==> config.mk <==
export PLATFORM = sky130hd
export DESIGN_NAME = pwm_rx_flat
export DESIGN_NICKNAME = d
export VERILOG_FILES = /design/src/rtl/pwm_rx_if.sv /design/src/rtl/pwm_rx.sv /design/src/flat_wrapper.sv
export SDC_FILE = /design/constraint.sdc
export NUM_CORES = 1
export LEC_CHECK = 0
export ABC_AREA = 1
export CAP_MARGIN = 20
export CORE_MARGIN = 2
export CORE_UTILIZATION = 45
export DETAILED_ROUTE_END_ITERATION = 12
export GPL_ROUTABILITY_DRIVEN = 0
export PLACE_DENSITY_LB_ADDON = 0.15
export SLEW_MARGIN = 0
export SYNTH_ARGS = -nofsm -noshare
export SYNTH_HDL_FRONTEND = slang
export SYNTH_SLANG_ARGS = --single-unit
==> constraint.sdc <==
create_clock -name clk_in -period 1.5 [get_ports clk_in]
set_clock_uncertainty 0.15 [all_clocks]
set_input_delay 0.3 -clock clk_in [delete_from_list [all_inputs] [get_ports clk_in]]
set_output_delay 0.3 -clock clk_in [all_outputs]
set_load 0.03 [all_outputs]
==> src/rtl/pwm_rx_if.sv <==
// Signal bundle between the PWM demodulator and its consumer.
// The pwm_rx side is the master: it drives the measurement results and reads the line.
interface pwm_rx_if #(
    parameter int unsigned N = 5
);
    logic         pwm_in;
    logic [N-1:0] duty_out;
    logic [N-1:0] period_out;
    logic         valid_out;
    logic         stuck_out;
    logic         stuck_lvl_out;

    modport master (
        input  pwm_in,
        output duty_out,
        output period_out,
        output valid_out,
        output stuck_out,
        output stuck_lvl_out
    );

    modport slave (
        output pwm_in,
        input  duty_out,
        input  period_out,
        input  valid_out,
        input  stuck_out,
        input  stuck_lvl_out
    );
endinterface

==> src/rtl/pwm_rx.sv <==
// PWM demodulator: measures high time and rise-to-rise period of an asynchronous PWM line
// in clock cycles, reports both once per period and flags a line that stopped toggling.
module pwm_rx #(
    parameter int unsigned N = 5
) (
    input  logic      clk_in,
    input  logic      rst,
    pwm_rx_if.master  bus
);

    localparam logic [N-1:0] MAX = '1;
    localparam logic [N-1:0] ONE = N'(1);

    localparam logic [1:0] StIdle    = 2'd0;
    localparam logic [1:0] StArm     = 2'd1;
    localparam logic [1:0] StMeasure = 2'd2;
    localparam logic [1:0] StStuck   = 2'd3;

    logic         s1, s2, s3;
    logic [1:0]   primed;
    logic [N-1:0] per_cnt, hi_cnt;
    logic [1:0]   state_q, state_d;
    logic [N-1:0] duty_q, duty_d;
    logic [N-1:0] period_q, period_d;
    logic         valid_q, valid_d;
    logic         stuck_q, stuck_d;
    logic         lvl_q, lvl_d;

    logic rise, sat, real_low;

    assign rise = s2 & ~s3;
    assign sat  = (per_cnt == MAX);
    // s2 is only a genuine line sample once the cleared sync chain has refilled,
    // otherwise a line that is high at reset release would look like a fresh rise.
    assign real_low = primed[1] & ~s2;

    always_comb begin
        state_d  = state_q;
        duty_d   = duty_q;
        period_d = period_q;
        valid_d  = 1'b0;
        stuck_d  = stuck_q;
        lvl_d    = lvl_q;
        case (state_q)
            StIdle: begin
                if (real_low) begin
                    state_d = StArm;
                end else if (sat && !rise) begin
                    state_d = StStuck;
                    stuck_d = 1'b1;
                    lvl_d   = s2;
                end
            end
            StArm: begin
                if (rise) begin
                    state_d = StMeasure;
                end else if (sat) begin
                    state_d = StStuck;
                    stuck_d = 1'b1;
                    lvl_d   = s2;
                end
            end
            StMeasure: begin
                if (rise) begin
                    valid_d  = 1'b1;
                    duty_d   = hi_cnt;
                    period_d = per_cnt;
                end else if (sat) begin
                    state_d = StStuck;
                    stuck_d = 1'b1;
                    lvl_d   = s2;
                end
            end
            StStuck: begin
                if (rise) begin
                    state_d = StMeasure;
                    stuck_d = 1'b0;
                    lvl_d   = 1'b0;
                end else begin
                    lvl_d = s2;
                end
            end
            default: state_d = StIdle;
        endcase
    end

    always_ff @(posedge clk_in) begin
        if (rst) begin
            s1       <= 1'b0;
            s2       <= 1'b0;
            s3       <= 1'b0;
            primed   <= 2'b00;
            per_cnt  <= '0;
            hi_cnt   <= '0;
            state_q  <= StIdle;
            duty_q   <= '0;
            period_q <= '0;
            valid_q  <= 1'b0;
            stuck_q  <= 1'b0;
            lvl_q    <= 1'b0;
        end else begin
            s1      <= bus.pwm_in;
            s2      <= s1;
            s3      <= s2;
            primed  <= {primed[0], 1'b1};
            if (rise) begin
                per_cnt <= ONE;
                hi_cnt  <= ONE;
            end else begin
                per_cnt <= sat ? MAX : per_cnt + ONE;
                hi_cnt  <= (s2 && hi_cnt != MAX) ? hi_cnt + ONE : hi_cnt;
            end
            state_q  <= state_d;
            duty_q   <= duty_d;
            period_q <= period_d;
            valid_q  <= valid_d;
            stuck_q  <= stuck_d;
            lvl_q    <= lvl_d;
        end
    end

    assign bus.duty_out      = duty_q;
    assign bus.period_out    = period_q;
    assign bus.valid_out     = valid_q;
    assign bus.stuck_out     = stuck_q;
    assign bus.stuck_lvl_out = lvl_q;

endmodule

==> src/flat_wrapper.sv <==
// flat-port wrapper written by rule: the top's interface ports become plain ports
module pwm_rx_flat 
#(
    parameter int unsigned N = 5
)
  (clk_in, rst, bus_pwm_in, bus_duty_out, bus_period_out, bus_valid_out, bus_stuck_out, bus_stuck_lvl_out);
  pwm_rx_if #(.N(N)) bus_i ();
  input  logic clk_in;
  input  logic rst;
  input wire logic [$bits(bus_i.pwm_in)-1:0] bus_pwm_in;
  output wire logic [$bits(bus_i.duty_out)-1:0] bus_duty_out;
  output wire logic [$bits(bus_i.period_out)-1:0] bus_period_out;
  output wire logic [$bits(bus_i.valid_out)-1:0] bus_valid_out;
  output wire logic [$bits(bus_i.stuck_out)-1:0] bus_stuck_out;
  output wire logic [$bits(bus_i.stuck_lvl_out)-1:0] bus_stuck_lvl_out;
  assign bus_i.pwm_in = bus_pwm_in;
  assign bus_duty_out = bus_i.duty_out;
  assign bus_period_out = bus_i.period_out;
  assign bus_valid_out = bus_i.valid_out;
  assign bus_stuck_out = bus_i.stuck_out;
  assign bus_stuck_lvl_out = bus_i.stuck_lvl_out;
  pwm_rx #(.N(N)) u_core (.clk_in(clk_in), .rst(rst), .bus(bus_i));
endmodule
[After elaboration in Yosys (flattened, before gate mapping)]
Index checks and enable logic that the tools add are counted.
Word-level totals
  bits of input ports: 3
  output and inout bits: 13
  word-level logic and storage cells: 71
  register bits: 30
Cells by class
  add/subtract/negate cells: 2
  equality and inequality tests: 12
  reduce and logical (&&, ||, !) cells: 12
  bitwise operators: 5
  mux-type cells: 25
Operators by type and width (count)
  $mux W1: 15
  $mux W2: 6
  $add A5 B1 Y5 const B: 2
  $pmux W2 S4: 1
  $ne A2 B1 Y1 const B: 3
  $ne A2 B2 Y1 const B: 3
  $pmux W1 S3: 2
  $reduce_or A2 Y1: 3
  $eq A5 B5 Y1 const B: 1
  $mux W5: 1
  $ne A5 B5 Y1 const B: 1
  $reduce_and A5 Y1: 1
  $eq A2 B2 Y1 const B: 2
  $reduce_and A4 Y1: 1
  $ne A3 B1 Y1 const B: 1
  $not A1 Y1: 3
  $reduce_and A3 Y1: 1
  $and A1 B1 Y1: 2
  $eq A2 B1 Y1 const B: 1
  $logic_and A1 B1 Y1: 2
  $logic_not A2 Y1: 1
  $reduce_and A2 Y1: 1
  $reduce_bool A2 Y1: 1
  $logic_not A1 Y1: 1

[Logic depth before layout (Yosys ltp)]
Gate-level depths: netlist of the first run.
  word-level depth: 7
  depth in mapped cells: 9
  mapped depth without buffers: 9

[Worst setup path after synthesis of the first run]
Ideal clock, no wire load.
  path type: register to register
  start: reg u_core.hi_cnt[0]
  end: reg u_core.hi_cnt[3]
  path buffers: 0
  period minus slack after synthesis: 1.518 ns
  cell stages (with the launch flop): 9
  data required time: 1.229 ns
  path slack: -0.018 ns
  library setup time: 0.121 ns
  arrival: 1.248 ns
  cell sequence: dfxtp_1 -> ha_1 -> inv_1 -> nor3_1 -> ha_1 -> nor2_4 -> inv_1 -> nor3_1 -> nor3_1
On the way
  cells in the longest elaborated chain, start to end: 2
  elaborated cells between the ends (all ways): 3
  those cells by class: 1 x add/sub; 1 x eq/ne; 1 x reduce/logical
RTL lines
  start: declaration: line pwm_rx.sv:21  | logic [N-1:0] per_cnt, hi_cnt;
  start signal: assignment: line pwm_rx.sv:111  | hi_cnt <= (s2 && hi_cnt != MAX) ? hi_cnt + ONE : hi_cnt;
  branches (longest 2 deep; another with $add A5 B1 Y5)
Parallel ways; which one is timed is not known.
A chain may end at the register's enable or synchronous reset.

[Final worst setup path of the first run]
  start: reg u_core.hi_cnt[1]
  end: reg u_core.hi_cnt[3]
The elaborated chain is that of the path after synthesis.

==> flow_summary.ini, run 1 <==
[pwr]
p_total_w = 0.00229
clockPowerShare = 0.217
power_density_nw_per_um2 = 1240
p_switching_w = 0.000806
vdd_drop_max_uv = 815
switching_share = 0.351
comb_power_share = 0.385
seq_power_share = 0.399
p_int_w = 0.00149
power_leakage_nw = 0.776

[setup_path]
cp-start-kind = flip-flop
path_class = flip-flop to flip-flop
end_kind = flip-flop
required_ps = 1600
critPathArrivalTime_ps = 1620
path_max_fanout = 5

[sta]
tightest_slew_ps = 294
finalHoldViolations = 0
rsz0062_at_grt = true
slew_viol_final = 0
min_period_over_period = 1.01
fin_hold_ws_ps = 260
tns_ps = -14.7
slew_headroom = 0.805
setup_ws_ps = -14.7
period_minus_slack_ps = 1510
setup_viol = 1
fmax_mhz = 660

[synthesis]
syn-num-nets = 187
seq_area_frac_synth = 0.440
syn_inst = 175
avgSynthCellArea_um2 = 7.81
yosysWarnings = 0
ys_ff_latch = 30
netlist_area_um2 = 1370
ys_types = 24

[clock_network]
clockBufferDepth = 2
clock_latency_ps = 320
cts.sink_count = 30
cts_tree = built
cts_hold_buf = 0
cts_buffers = 5
clkTransAtPathRegs_ps = 100
root_buffer = clkbuf_4
htreeDepth = 2

[drt]
wire_per_inst_um = 12.6
first_pass_iters = 4
drc = 0
route.met3.wl_um = 79
wl_met1_um = 1320
drt_iter0_drc = 49
drt_wl_total_um = 3140
via_per_inst = 5.02
met2WireLength_um = 1710
vias = 1254
ant_nets = 0
highest_layer = met4

[floorplanning]
die_h_um = 59.1
io_pins = 16
row_count = 19
initial_core_util = 0.483
die_area_um2 = 3490
core_um2 = 2830
die_w_um = 59.1

[outcome]
violations = negative setup slack
status = finished with violations

[job]
maxCapViolCount = 0

[placement]
io_buffers = 15
dp_hpwl_um = 2160

[final_layout]
antenna_cells = 0
drive_above_1_share = 0.370
syn_to_final_growth_pct = 35.7
nets = 230
fillers = 236
finalCoreUtilization = 0.655

[hold_path]
worstHoldPathType = flip-flop to flip-flop

[grt]
gr-total-overflow = 0
grtUsageTotal = 0.199
grt_antenna_before_repair = 0
grt_pass1_vias = 1179
grt_max_degree = 19
grt_pass1_wl_um = 5000
flip-flops by register name, summed over array words and instances (netlist names), 2 cells and up:
register / count
u_core.bus.period_out: 5
u_core.primed: 2
u_core.hi_cnt: 5
u_core.bus.duty_out: 5
u_core.state_q: 2
u_core.per_cnt: 5
cell families after synthesis:
group | count (synthesis) | share of synthesized area
DFF | 30 | 0.440
buffers and inverters | 30 | 0.0916
AOI/OAI and AO/OA | 27 | 0.101
xor gates and xnor gates | 1 | 0.00641
adders and majority gates | 9 | 0.0824
and+or+nand+nor | 78 | 0.279
critical path, stage by stage (launching register included):
cell     delay (ps)
dfxtp_2         350
ha_4            160
inv_2            50
nor3_2           30
ha_2            180
nor2_4          170
inv_2            80
nor2_1           90
nor2_1           50
nor3_1          130
repair_timing:
action,in CTS,in global routing
pin swaps,2,6
endpoints found under the setup margin,18,18
gates resized for setup,38,34
buffers inserted,2,6
power groups by stage:
stage / Sequential (W) / Combinational (W) / Clock (W)
after detailed placement: 0.000903 / 0.000756 / 0
after floorplan: 0.000946 / 0.000457 / 0
after CTS: 0.000889 / 0.000762 / 0.000516
after global routing: 0.000922 / 0.000982 / 0.000550
after global placement: 0.000901 / 0.000739 / 0
final: 0.000914 / 0.000882 / 0.000498
cell usage after synthesis:
cell type,instances,area (µm²)
dfxtp_1,30,601
buf_6,1,11.3
nor3_1,4,20.0
buf_2,1,5.00
or2_2,2,12.5
a31oi_1,2,12.5
nand4_1,1,6.26
buf_4,1,7.51
nand2_1,31,116
nand2_4,1,11.3
a21oi_1,20,100
inv_1,24,90.1
nand2_2,4,25.0
nor2_4,2,22.5
nand3_1,15,75.1
ha_1,9,113
nor2_2,1,6.26
xnor2_1,1,8.76
o21ai_0,5,25.0
inv_2,1,3.75
nor2_8,1,20.0
clkbuf_1,2,7.51
nor2_1,15,56.3
nand3_2,1,10.0
cells in the final DEF, fill, tap and decap left out, types with 5 or more instances in the layout:
cell type	instances
clkbuf_2	8
nand3_1	14
nand2_1	30
a21oi_1	17
nor2_1	14
inv_1	20
clkbuf_4	5
buf_4	24
nand2_2	5
dfxtp_1	24
dfxtp_2	6
per-stage QoR:
stage	std cells	instance area, µm²	setup WS (ps)
after floorplan	175	1370	2.42
after global placement	234	1660	6.90
after detailed placement	234	1660	-88.5
after CTS	244	1760	0.0732
after global routing	250	1850	-130
final	250	1850	-14.7
cell type report:
type | count | area (µm²) | share of cell area
multi-input combinational | 115 | 722 | 0.389
inverter | 25 | 98.8 | 0.0533
sequential | 30 | 608 | 0.328
clock inverter | 1 | 5.00 | 0.00270
timing repair buffer | 41 | 327 | 0.176
tap | 31 | 38.8 | 0.0209
clock buffer | 7 | 55.1 | 0.0297
metal layers:
metal,vias to the layer above,GRT usage
met5,-,0
met4,0,0.0942
met3,4,0.0677
met2,20,0.362
met1,589,0.203
li1,641,-
path summary, 6_finish.rpt:
check	slack (ps)	startpoint	end	cells after the start
max reg2reg	-10	u_core.hi_cnt[1]	u_core.hi_cnt[3]	9
min	260	u_core.primed[0]	u_core.primed[1]	2
min reg2reg	260	u_core.primed[0]	u_core.primed[1]	2
max	-10	u_core.hi_cnt[1]	u_core.hi_cnt[3]	9
Power figures use the tool's default switching activity.
==> inputs of run 2 (changes only) <==
--- a/config.mk
+++ b/config.mk
@@ -13,4 +13,5 @@
 export GPL_ROUTABILITY_DRIVEN = 0
 export PLACE_DENSITY_LB_ADDON = 0.15
+export SKIP_CTS_REPAIR_TIMING = 1
 export SLEW_MARGIN = 0
 export SYNTH_ARGS = -nofsm -noshare
==> constraint.sdc (replaced) <==
create_clock -name clk_in -period 1.8 [get_ports clk_in]
set_clock_uncertainty 0.15 [all_clocks]
set_input_delay 0.18 -clock clk_in [delete_from_list [all_inputs] [get_ports clk_in]]
set_output_delay 0.18 -clock clk_in [all_outputs]
set_load 0.03 [all_outputs]
==> flow_summary.ini, run 2 (synthesis results as in run 1) <==
[outcome]
status = finished clean

[drt]
drt_wl_total_um = 2680
wire_per_inst_um = 11.7
first_pass_iters = 4
drt_iter0_drc = 42
vias = 1116
drc = 0
via_per_inst = 4.89
ant_nets = 0

[job]
maxCapViolCount = 0

[sta]
min_period_over_period = 0.929
tns_ps = 0
tightest_slew_ps = 314
fmax_mhz = 598
setup_viol = 0
finalHoldViolations = 0
slew_headroom = 0.790
slew_viol_final = 0
period_minus_slack_ps = 1670
rsz0062_at_grt = false

[final_layout]
syn_to_final_growth_pct = 18.7
antenna_cells = 0
drive_above_1_share = 0.142
layout_commonest_cell = nand2_1
final_cell_mix = nand2_1 (31), dfxtp_1 (28), inv_1 (24)
fillers = 283
nets = 208

[setup_path]
path_cells = clkdlybuf4s50_1
path_class = flip-flop to output pin
critPathArrivalTime_ps = 1340
reg2reg_from = u_core.state_q[0]
ff2ff_setup_slack_ps = 170
cp_slowest_cell = clkdlybuf4s50_1
startpoint = u_core.bus.stuck_lvl_out
r2r_end = u_core.bus.stuck_out
crit_end = bus_stuck_lvl_out
worstRegToRegCells = 5
required_ps = 1470
critPathTopFamily = buffers and inverters
slowest_delay_ps = 670
worst-path-stages = 1
cp-start-kind = flip-flop
end_kind = output pin
critPathBufInv = 1
path_max_fanout = 2

[hold_path]
hold_start = bus_pwm_in
worstHoldPathType = input port to flip-flop

[floorplanning]
row_count = 19
initial_core_util = 0.483
die_area_um2 = 3490
io_pins = 16
core_um2 = 2830
die_w_um = 59.1
die_h_um = 59.1

[clock_network]
htreeDepth = 2
cts.sink_count = 30
root_buffer = clkbuf_4
cts_tree = built
clockBufferDepth = 2
cts_buffers = 5
clock_latency_ps = 330
clkTransAtPathRegs_ps = 90

[placement]
io_buffers = 15
dp_hpwl_um = 1920

[grt]
grtUsageTotal = 0.184
grt_pass1_wl_um = 4660
grt_pass1_vias = 1077
grt_antenna_before_repair = 0
gr-total-overflow = 0
grt_max_degree = 17

[pwr]
vdd_drop_max_uv = 702
p_total_w = 0.00172
power_density_nw_per_um2 = 1060
power_leakage_nw = 0.650
## run 2: layout make-up
class	instances	area, µm²	area share
multi-input combinational	115	646	0.398
sequential	30	603	0.372
timing repair buffer	19	180	0.111
inverter	25	93.8	0.0579
clock buffer	7	55.1	0.0340
tap	31	38.8	0.0239
clock inverter	1	5.00	0.00309
## run 2: how the worst min path moves through the flow
| stage | to | cells after the start |
|---|---|---|
| finish | u_core.s1 | 3 |
| global route | u_core.s1 | 3 |
| CTS | u_core.s1 | 3 |
| detailed placement | u_core.s2 | 2 |
| global placement | u_core.primed[1] | 2 |
| floorplan | u_core.s1 | 2 |
## run 2: worst min-delay path, delay by kind of cell
kind	cells	cell delay, ps
buf+inv	2	460
simple gates	1	30
## run 2: routing by layer
| layer | routed length [µm] | GRT usage | vias up |
|---|---|---|---|
| li1 | - | - | 596 |
| met1 | 1260 | 0.216 | 492 |
| met2 | 1280 | 0.292 | 21 |
| met3 | 89 | 0.0742 | 7 |
| met4 | 50 | 0.0877 | 0 |
| met5 | 0 | 0 | - |
## run 2: power by group
group	internal [W]	switching [W]	total, W
Combinational	0.000212	0.000339	0.000552
Clock	0.000189	0.000228	0.000417
Sequential	0.000713	0.0000417	0.000755
Total	0.00111	0.000609	0.00172
## run 2: per-stage QoR
step                      utilization  cell area, µm²  setup slack (ps)  std cells  hold WS, ps
final                           0.573            1620               129        228          222
after global routing            0.573            1620              10.6        228          200
after CTS                       0.571            1610               102        228          209
after detailed placement        0.549            1550               154        220          249
after global placement          0.549            1550               174        220          245
after floorplan                     -            1370               282        175          137
==> inputs of run 3 (changes only) <==
CTS_BUF_LIST = sky130_fd_sc_hd__clkbuf_8   (was default)
SETUP_SLACK_MARGIN = 0.3   (was default)
clock period = 2 ns   (was 1.8 ns; I/O delays follow)
==> flow_summary.ini, run 3 (synthesis results as in run 1) <==
[pwr]
power_density_nw_per_um2 = 982
p_switching_w = 0.000553
p_total_w = 0.00162
vdd_drop_max_uv = 692
clockPowerShare = 0.270
comb_power_share = 0.305
p_int_w = 0.00107
switching_share = 0.342
power_leakage_nw = 0.664
seq_power_share = 0.425

[hold_path]
worstHoldPathType = flip-flop to flip-flop
hold-path-cell-count = 2

[sta]
slew_headroom = 0.790
setup_viol = 0
rsz0062_at_grt = true
tightest_slew_ps = 314
setup_ws_ps = 366
fmax_mhz = 612
period_minus_slack_ps = 1630
finalHoldViolations = 0
slew_viol_final = 0
fin_hold_ws_ps = 249
tns_ps = 0
min_period_over_period = 0.817

[setup_path]
critPathArrivalTime_ps = 1280
end_kind = output pin
worst-path-stages = 1
path_max_fanout = 2
critPathTopFamily = buffers and inverters
worstRegToRegCells = 9
critPathBufInv = 1
required_ps = 1650
cp_slowest_cell = clkdlybuf4s50_1
cp-start-kind = flip-flop
path_class = flip-flop to output pin
path_cells = clkdlybuf4s50_1
slowest_delay_ps = 670

[drt]
vias = 1168
ant_nets = 0
wire_per_inst_um = 12.3
first_pass_iters = 4
drt_iter0_drc = 34
via_per_inst = 5.15
drc = 0
drt_wl_total_um = 2800

[floorplanning]
io_pins = 16
die_area_um2 = 3490
die_h_um = 59.1
row_count = 19
die_w_um = 59.1
initial_core_util = 0.483
core_um2 = 2830

[final_layout]
antenna_cells = 0
drive_above_1_share = 0.143
nets = 208
final_cell_mix = nand2_1 (31), dfxtp_1 (27), inv_1 (25)
syn_to_final_growth_pct = 20.7
layout_commonest_cell = nand2_1

[clock_network]
cts_tree = built
clock_latency_ps = 280
root_buffer = clkbuf_8
htreeDepth = 2
clockBufferDepth = 2
clkTransAtPathRegs_ps = 60
cts.sink_count = 30
cts_buffers = 5

[placement]
dp_hpwl_um = 2010
io_buffers = 15
pre_cts_slack_ps = 272

[grt]
grt_pass1_vias = 1139
grt_pass1_wl_um = 4840
grt_antenna_before_repair = 0
grtUsageTotal = 0.189
gr-total-overflow = 0
grt_max_degree = 17

[job]
maxCapViolCount = 0

[outcome]
status = finished clean
run 3: worst paths after layout:
kind	startpoint	endpoint	slack, ps
hold / removal	u_core.primed[0]	u_core.primed[1]	250
hold reg to reg	u_core.primed[0]	u_core.primed[1]	250
setup / recovery	u_core.bus.period_out[4]	bus_period_out[4]	370
setup reg to reg	u_core.hi_cnt[1]	u_core.hi_cnt[0]	380
run 3: layout make-up:
type / instances / area [µm²]
inverter: 25 / 93.8
clock buffer: 5 / 68.8
timing repair buffer: 19 / 180
multi-input combinational: 115 / 656
clock inverter: 2 / 7.51
tap: 31 / 38.8
fill: 297 / 1180
sequential: 30 / 604
run 3: stage by stage:
stage,area (µm²),cells,utilization
after floorplan,1370,175,-
after global routing,1650,227,0.583
final,1650,227,0.583
after CTS,1620,226,0.574
after detailed placement,1550,219,0.547
after global placement,1550,219,0.547
run 3: power by group through the flow:
stage	registers, W	clock network [W]	logic, W
final	0.000689	0.000437	0.000494
after global routing	0.000694	0.000471	0.000557
after CTS	0.000680	0.000450	0.000473
after detailed placement	0.000692	0	0.000469
after global placement	0.000691	0	0.000453
after floorplan	0.000710	0	0.000342
run 3: worst min-delay path, cell delays in order (launching register included):
cell and delay (ps):
dfxtp_1 290, inv_1 40, nor2_1 30
run 3: layer usage:
layer / vias to the layer above / track usage / wire length (µm)
li1: 597 / - / -
met1: 541 / 0.219 / 1280
met2: 24 / 0.321 / 1370
met3: 6 / 0.0742 / 111
met4: 0 / 0.0584 / 34
met5: - / 0 / 0
==> RTL change 1: new RTL, flow settings as in run 3 <==
`N` is set to 5 in 3 places; all go to 4.
--- a/src/rtl/pwm_rx_if.sv
+++ b/src/rtl/pwm_rx_if.sv
@@ -1,7 +1,7 @@
 // Signal bundle between the PWM demodulator and its consumer.
 // The pwm_rx side is the master: it drives the measurement results and reads the line.
 interface pwm_rx_if #(
-    parameter int unsigned N = 5
+    parameter int unsigned N = 4
 );
     logic         pwm_in;
     logic [N-1:0] duty_out;
--- a/src/rtl/pwm_rx.sv
+++ b/src/rtl/pwm_rx.sv
@@ -1,7 +1,7 @@
 // PWM demodulator: measures high time and rise-to-rise period of an asynchronous PWM line
 // in clock cycles, reports both once per period and flags a line that stopped toggling.
 module pwm_rx #(
-    parameter int unsigned N = 5
+    parameter int unsigned N = 4
 ) (
     input  logic      clk_in,
     input  logic      rst,
--- a/src/flat_wrapper.sv
+++ b/src/flat_wrapper.sv
@@ -1,7 +1,7 @@
 // flat-port wrapper written by rule: the top's interface ports become plain ports
 module pwm_rx_flat 
 #(
-    parameter int unsigned N = 5
+    parameter int unsigned N = 4
 )
   (clk_in, rst, bus_pwm_in, bus_duty_out, bus_period_out, bus_valid_out, bus_stuck_out, bus_stuck_lvl_out);
   pwm_rx_if #(.N(N)) bus_i ();
Ports: changed (resized bus_duty_out and bus_period_out); port bits go from 16 to 14. No check against the original RTL was run, so the function may have changed too.
==> RTL change 1 against run 3 <==
  * Wire length fell by 18%
  * Largest cell class unchanged
  * Critical path type unchanged
  * Design area fell by 14%
  * Worst hold slack improved by 0.0081 ns
  * Critical endpoint is now bus_duty_out[0]
  * First-iteration DRC count fell by 29%
  * Synthesized area fell by 15%
  * Power fell by 15%
  * Setup slack got worse by 0.016 ns
  * Sequential cell count fell by 4
==> RTL change 1: results (changes against run 3) <==
global_route:
  grt_max_degree: 15  # -2
  grt_usage_pct: 17.3  # -1.6 points
  grt_pass1_wl_um: 3590  # -26%
  grt_pass1_vias: 844  # -26%
placement:
  dp.final_hpwl_um: 1620  # -19%
  io_buffers: 13  # -2
  pre_cts_ws_ns: 0.365  # +0.0934 ns
yosys:
  synth.distinct_cells: 25  # +4.2%
  synthTopCellsByArea: "dfxtp_1 45%, nand2_1 8.1%, ha_1 7.6%"
  synth_nets: 156  # -17%
  yosysSeqAreaShare_pct: 44.9  # +0.97 points
pwr:
  peakVddDrop_mv: 0.716  # +3.4%
  leakagePower_nw: 0.622  # -6.2%
route:
  drtIter0Drc: 24  # -29%
  vias: 967  # -17%
  drt-wirelength-per-cell_um: 11.8  # -4.5%
run_status:
  outcome: "completed"
cells_and_area:
  drive_gt1_share_pct: 12.7  # -1.6 points
  fillers: 234  # -21%
  final_nets: 176  # -15%
  multiInputGateArea_um2: 553  # -16%
setup_path:
  crit_path_start: "u_core.bus.duty_out[0]$_SDFFE_PP0P_"
  critPathArrivalTime_ns: 1.30  # +0.02 ns
  reg2reg_to: "u_core.state_q[1]$_SDFFE_PP0P_"
clocking:
  htree_num_levels: 1  # -1
  cts_made_buffers: 3  # -2
  clk_latency_ns: 0.27
sta:
  relSlewSlack_pct: 76.8  # -2.2 points
-- RTL change 1: cell types whose count changed after synthesis, sizes merged, moves of 2 or more --
cell and delta:
inv -8, nor2 +2, a21oi -4, nand2 -8, ha -2, nand3 -2
or2 -2, dfxtp -4, nor3 -2
-- RTL change 1: final cells by class --
type,count,share of cell area [%]
flip-flops and latches,26,36.9
inverters,17,4.53
repair buffers,19,12.8
clock buffers,4,3.90
well taps,30,2.66
multi-input cells,99,39.2
-- RTL change 1: power by group --
part,internal (mW),switching (mW)
Clock,0.176,0.164
Sequential,0.563,0.0351
Combinational,0.169,0.276
Total,0.908,0.475
-- RTL change 1: metrics by stage --
| stage | std cells | hold slack [ns] |
|---|---|---|
| final | 195 | 0.257 |
| after global routing | 195 | 0.286 |
| after CTS | 191 | 0.260 |
| after detailed placement | 187 | 0.245 |
| after global placement | 187 | 0.248 |
| after floorplan | 146 | 0.157 |
-- RTL change 1: per-layer routing --
metal  part of all wire [%]  track usage [%]  vias up
met5                      0                0        -
met4                    2.0             11.3        0
met3                    4.6             4.37        5
met2                     44             26.8       22
met1                     49             21.2      436
li1                       -                -      504
-- RTL change 1: cell families after synthesis --
| family | synth area share [%] |
|---|---|
| simple gates | 26.7 |
| buf+inv | 7.56 |
| xor+xnor | 1.51 |
| fa+ha+maj | 7.56 |
| flops | 44.9 |
| compound gates | 11.8 |
-- RTL change 1: how the worst max path moves through the flow --
stage,slack [ns],cells after the start,to
finish,0.35,1,bus_duty_out[0]
global route,0.29,9,u_core.state_q[0]$_SDFFE_PP0P_
CTS,0.32,1,bus_duty_out[1]
detailed placement,0.37,9,u_core.state_q[1]$_SDFFE_PP0P_
global placement,0.41,9,u_core.state_q[1]$_SDFFE_PP0P_
floorplan,0.48,7,u_core.state_q[1]$_SDFFE_PP0P_
==> RTL change 2: new RTL, settings of run 3 <==
Made on the original files. Reset style: asynchronous (`rst`), changed in one clocked block.
--- a/src/rtl/pwm_rx.sv
+++ b/src/rtl/pwm_rx.sv
@@ -84,7 +84,7 @@
         endcase
     end
 
-    always_ff @(posedge clk_in) begin
+    always_ff @(posedge clk_in or posedge rst) begin
         if (rst) begin
             s1       <= 1'b0;
             s2       <= 1'b0;
Function: differs if rst is asserted again (counterexample within 10 cycles, from zero or initial values and one cycle with rst high); with rst held inactive, the same outputs for 10 cycles.
==> RTL change 2 against run 3 <==
  * Sequential cell count did not move
  * Sequential share of layout area rose by 5.9 points
  * Largest cell class is now flip-flops and latches
  * Power is 54% higher
  * Die area is 3.1% higher
  * Setup slack lost 0.029 ns
  * Count of clock-buffer cells in the layout is the same
  * Synthesized area grew 3.3%
  * Wire length fell by 4.3%
  * Design area is 7.3% higher
  * Largest power group is now combinational cells
  * Core utilization is 0.14 points higher
  * Via count is 6.3% lower
==> RTL change 2: results (changes against run 3) <==
run_status:
  outcome: "completed"
route:
  drt-wirelength-per-cell_um: 12.0  # -2.5%
  wl_met2_um: 1270  # -7.5%
  drtIter0Drc: 53  # +56%
  via_per_inst: 4.91  # -4.7%
  wl_met1_um: 1170  # -8.9%
  route.met3.wl_um: 164  # +48%
  vias: 1094  # -6.3%
pwr:
  peakVddDrop_mv: 0.719  # +3.9%
  leakagePower_nw: 0.949  # +43%
  p_int_mw: 1.54  # +44%
cells_and_area:
  antennaDiodeCount: 0  # unchanged
  drive_gt1_share_pct: 17.9  # +3.6 points
  multiInputGateArea_um2: 572  # -13%
  final_nets: 189  # -9.1%
  fillers: 264  # -11%
global_route:
  grt_usage_pct: 17.1  # -1.8 points
  grt_pass1_vias: 1026  # -9.9%
  grt_pass1_wl_um: 4400  # -9.1%
  grt_max_degree: 31  # +14
  grtUsageMet1_pct: 20.3  # -1.6 points
  met3_usage_pct: 7.14  # -0.28 points
  grt_util_met2_pct: 27.0  # -5.0 points
yosys:
  synthAdderAreaFrac_pct: 7.09  # -1.1 points
  synth_xor_xnor_area_share_pct: 0  # -0.64 points
  synth.distinct_cells: 23  # -4.2%
  synthTopCellsByArea: "dfrtp_1 53%, nand2_1 12%, ha_1 7.1%"
  yosysSeqAreaShare_pct: 53.2  # +9.2 points
  ys.warnings.count: 0  # unchanged
  synth_nets: 164  # -12%
  netlist_instances: 153  # -13%
  synthArstFlopShare_pct: 100  # +100 points
  synthFlopType: "dfrtp_1"
  synthTopCellsByCount: "44 x nand2_1, 30 x dfrtp_1, 19 x inv_1"
  synth-compound-area-share_pct: 9.40  # -0.68 points
setup_path:
  crit_path_start: "u_core.hi_cnt[0]$_DFFE_PP0P_"
  crit_end: "u_core.hi_cnt[3]$_DFFE_PP0P_"
  critPathArrivalTime_ns: 1.73  # +0.45 ns
  reg2reg_slack_ns: 0.34  # -0.04 ns
  critPathMaxFanout: 4  # +2
placement:
  dp.final_hpwl_um: 1760  # -12%
  placed_area_um2: 1600  # +3.6%
  dp_cells: 211  # -3.7%
hold_path:
  hold_class: "input port to async pin"
clocking:
  clock-root-buffer: "clkbuf_8"
RTL change 2: cell count changes in the layout (fill, tap and decap cells not counted), sizes merged, moves of 2 or more:
cell and delta:
dfxtp -30, nand2 +11, nand3 -7, nor3 -3, dfrtp +30, nor2 -11
o21ai +11, clkdlybuf4s50 -6, dlymetal6s2s +6, clkinv +2, a31oi -2, inv -6
a21oi -14
RTL change 2: through the flow:
stage          hold slack, ns  setup slack (ns)
6_report                0.135             0.337
5_1_grt                 0.191             0.231
4_1_cts                 0.155             0.230
3_5_place_dp            0.192             0.254
3_3_place_gp            0.184             0.345
2_1_floorplan          0.0814             0.391
RTL change 2: kinds of logic after synthesis:
| group | count (synthesis) |
|---|---|
| adder cells (fa/ha/maj) | 8 |
| buffers and inverters | 23 |
| AO/OA/AOI/OAI | 23 |
| other | 1 |
| flip-flops | 30 |
| AND/OR/NAND/NOR | 68 |
RTL change 2: cell type report:
class | count | area share (%)
Sequential cell | 30 | 42.5
Multi-Input combinational cell | 100 | 32.3
Tap cell | 44 | 3.11
Clock inverter | 3 | 2.26
Timing Repair Buffer | 20 | 11.5
Clock buffer | 5 | 3.89
Inverter | 21 | 4.46
RTL change 2: power by group through the flow:
stage	registers (mW)	logic (mW)	clock network, mW
after global placement	0.898	0.946	0
after detailed placement	0.908	0.967	0
after floorplan	1.06	0.512	0
after CTS	0.899	0.974	0.611
final	0.900	0.985	0.605
after global routing	0.920	1.10	0.640
RTL change 2: critical path: stages, from the launching register on:
cell     delay [ns]
dfrtp_1        0.40
ha_2           0.19
nand2_2        0.08
nor2_2         0.04
ha_2           0.18
nor2_4         0.13
inv_2          0.06
nor2_2         0.13
o21ai_0        0.10
a21oi_1        0.13
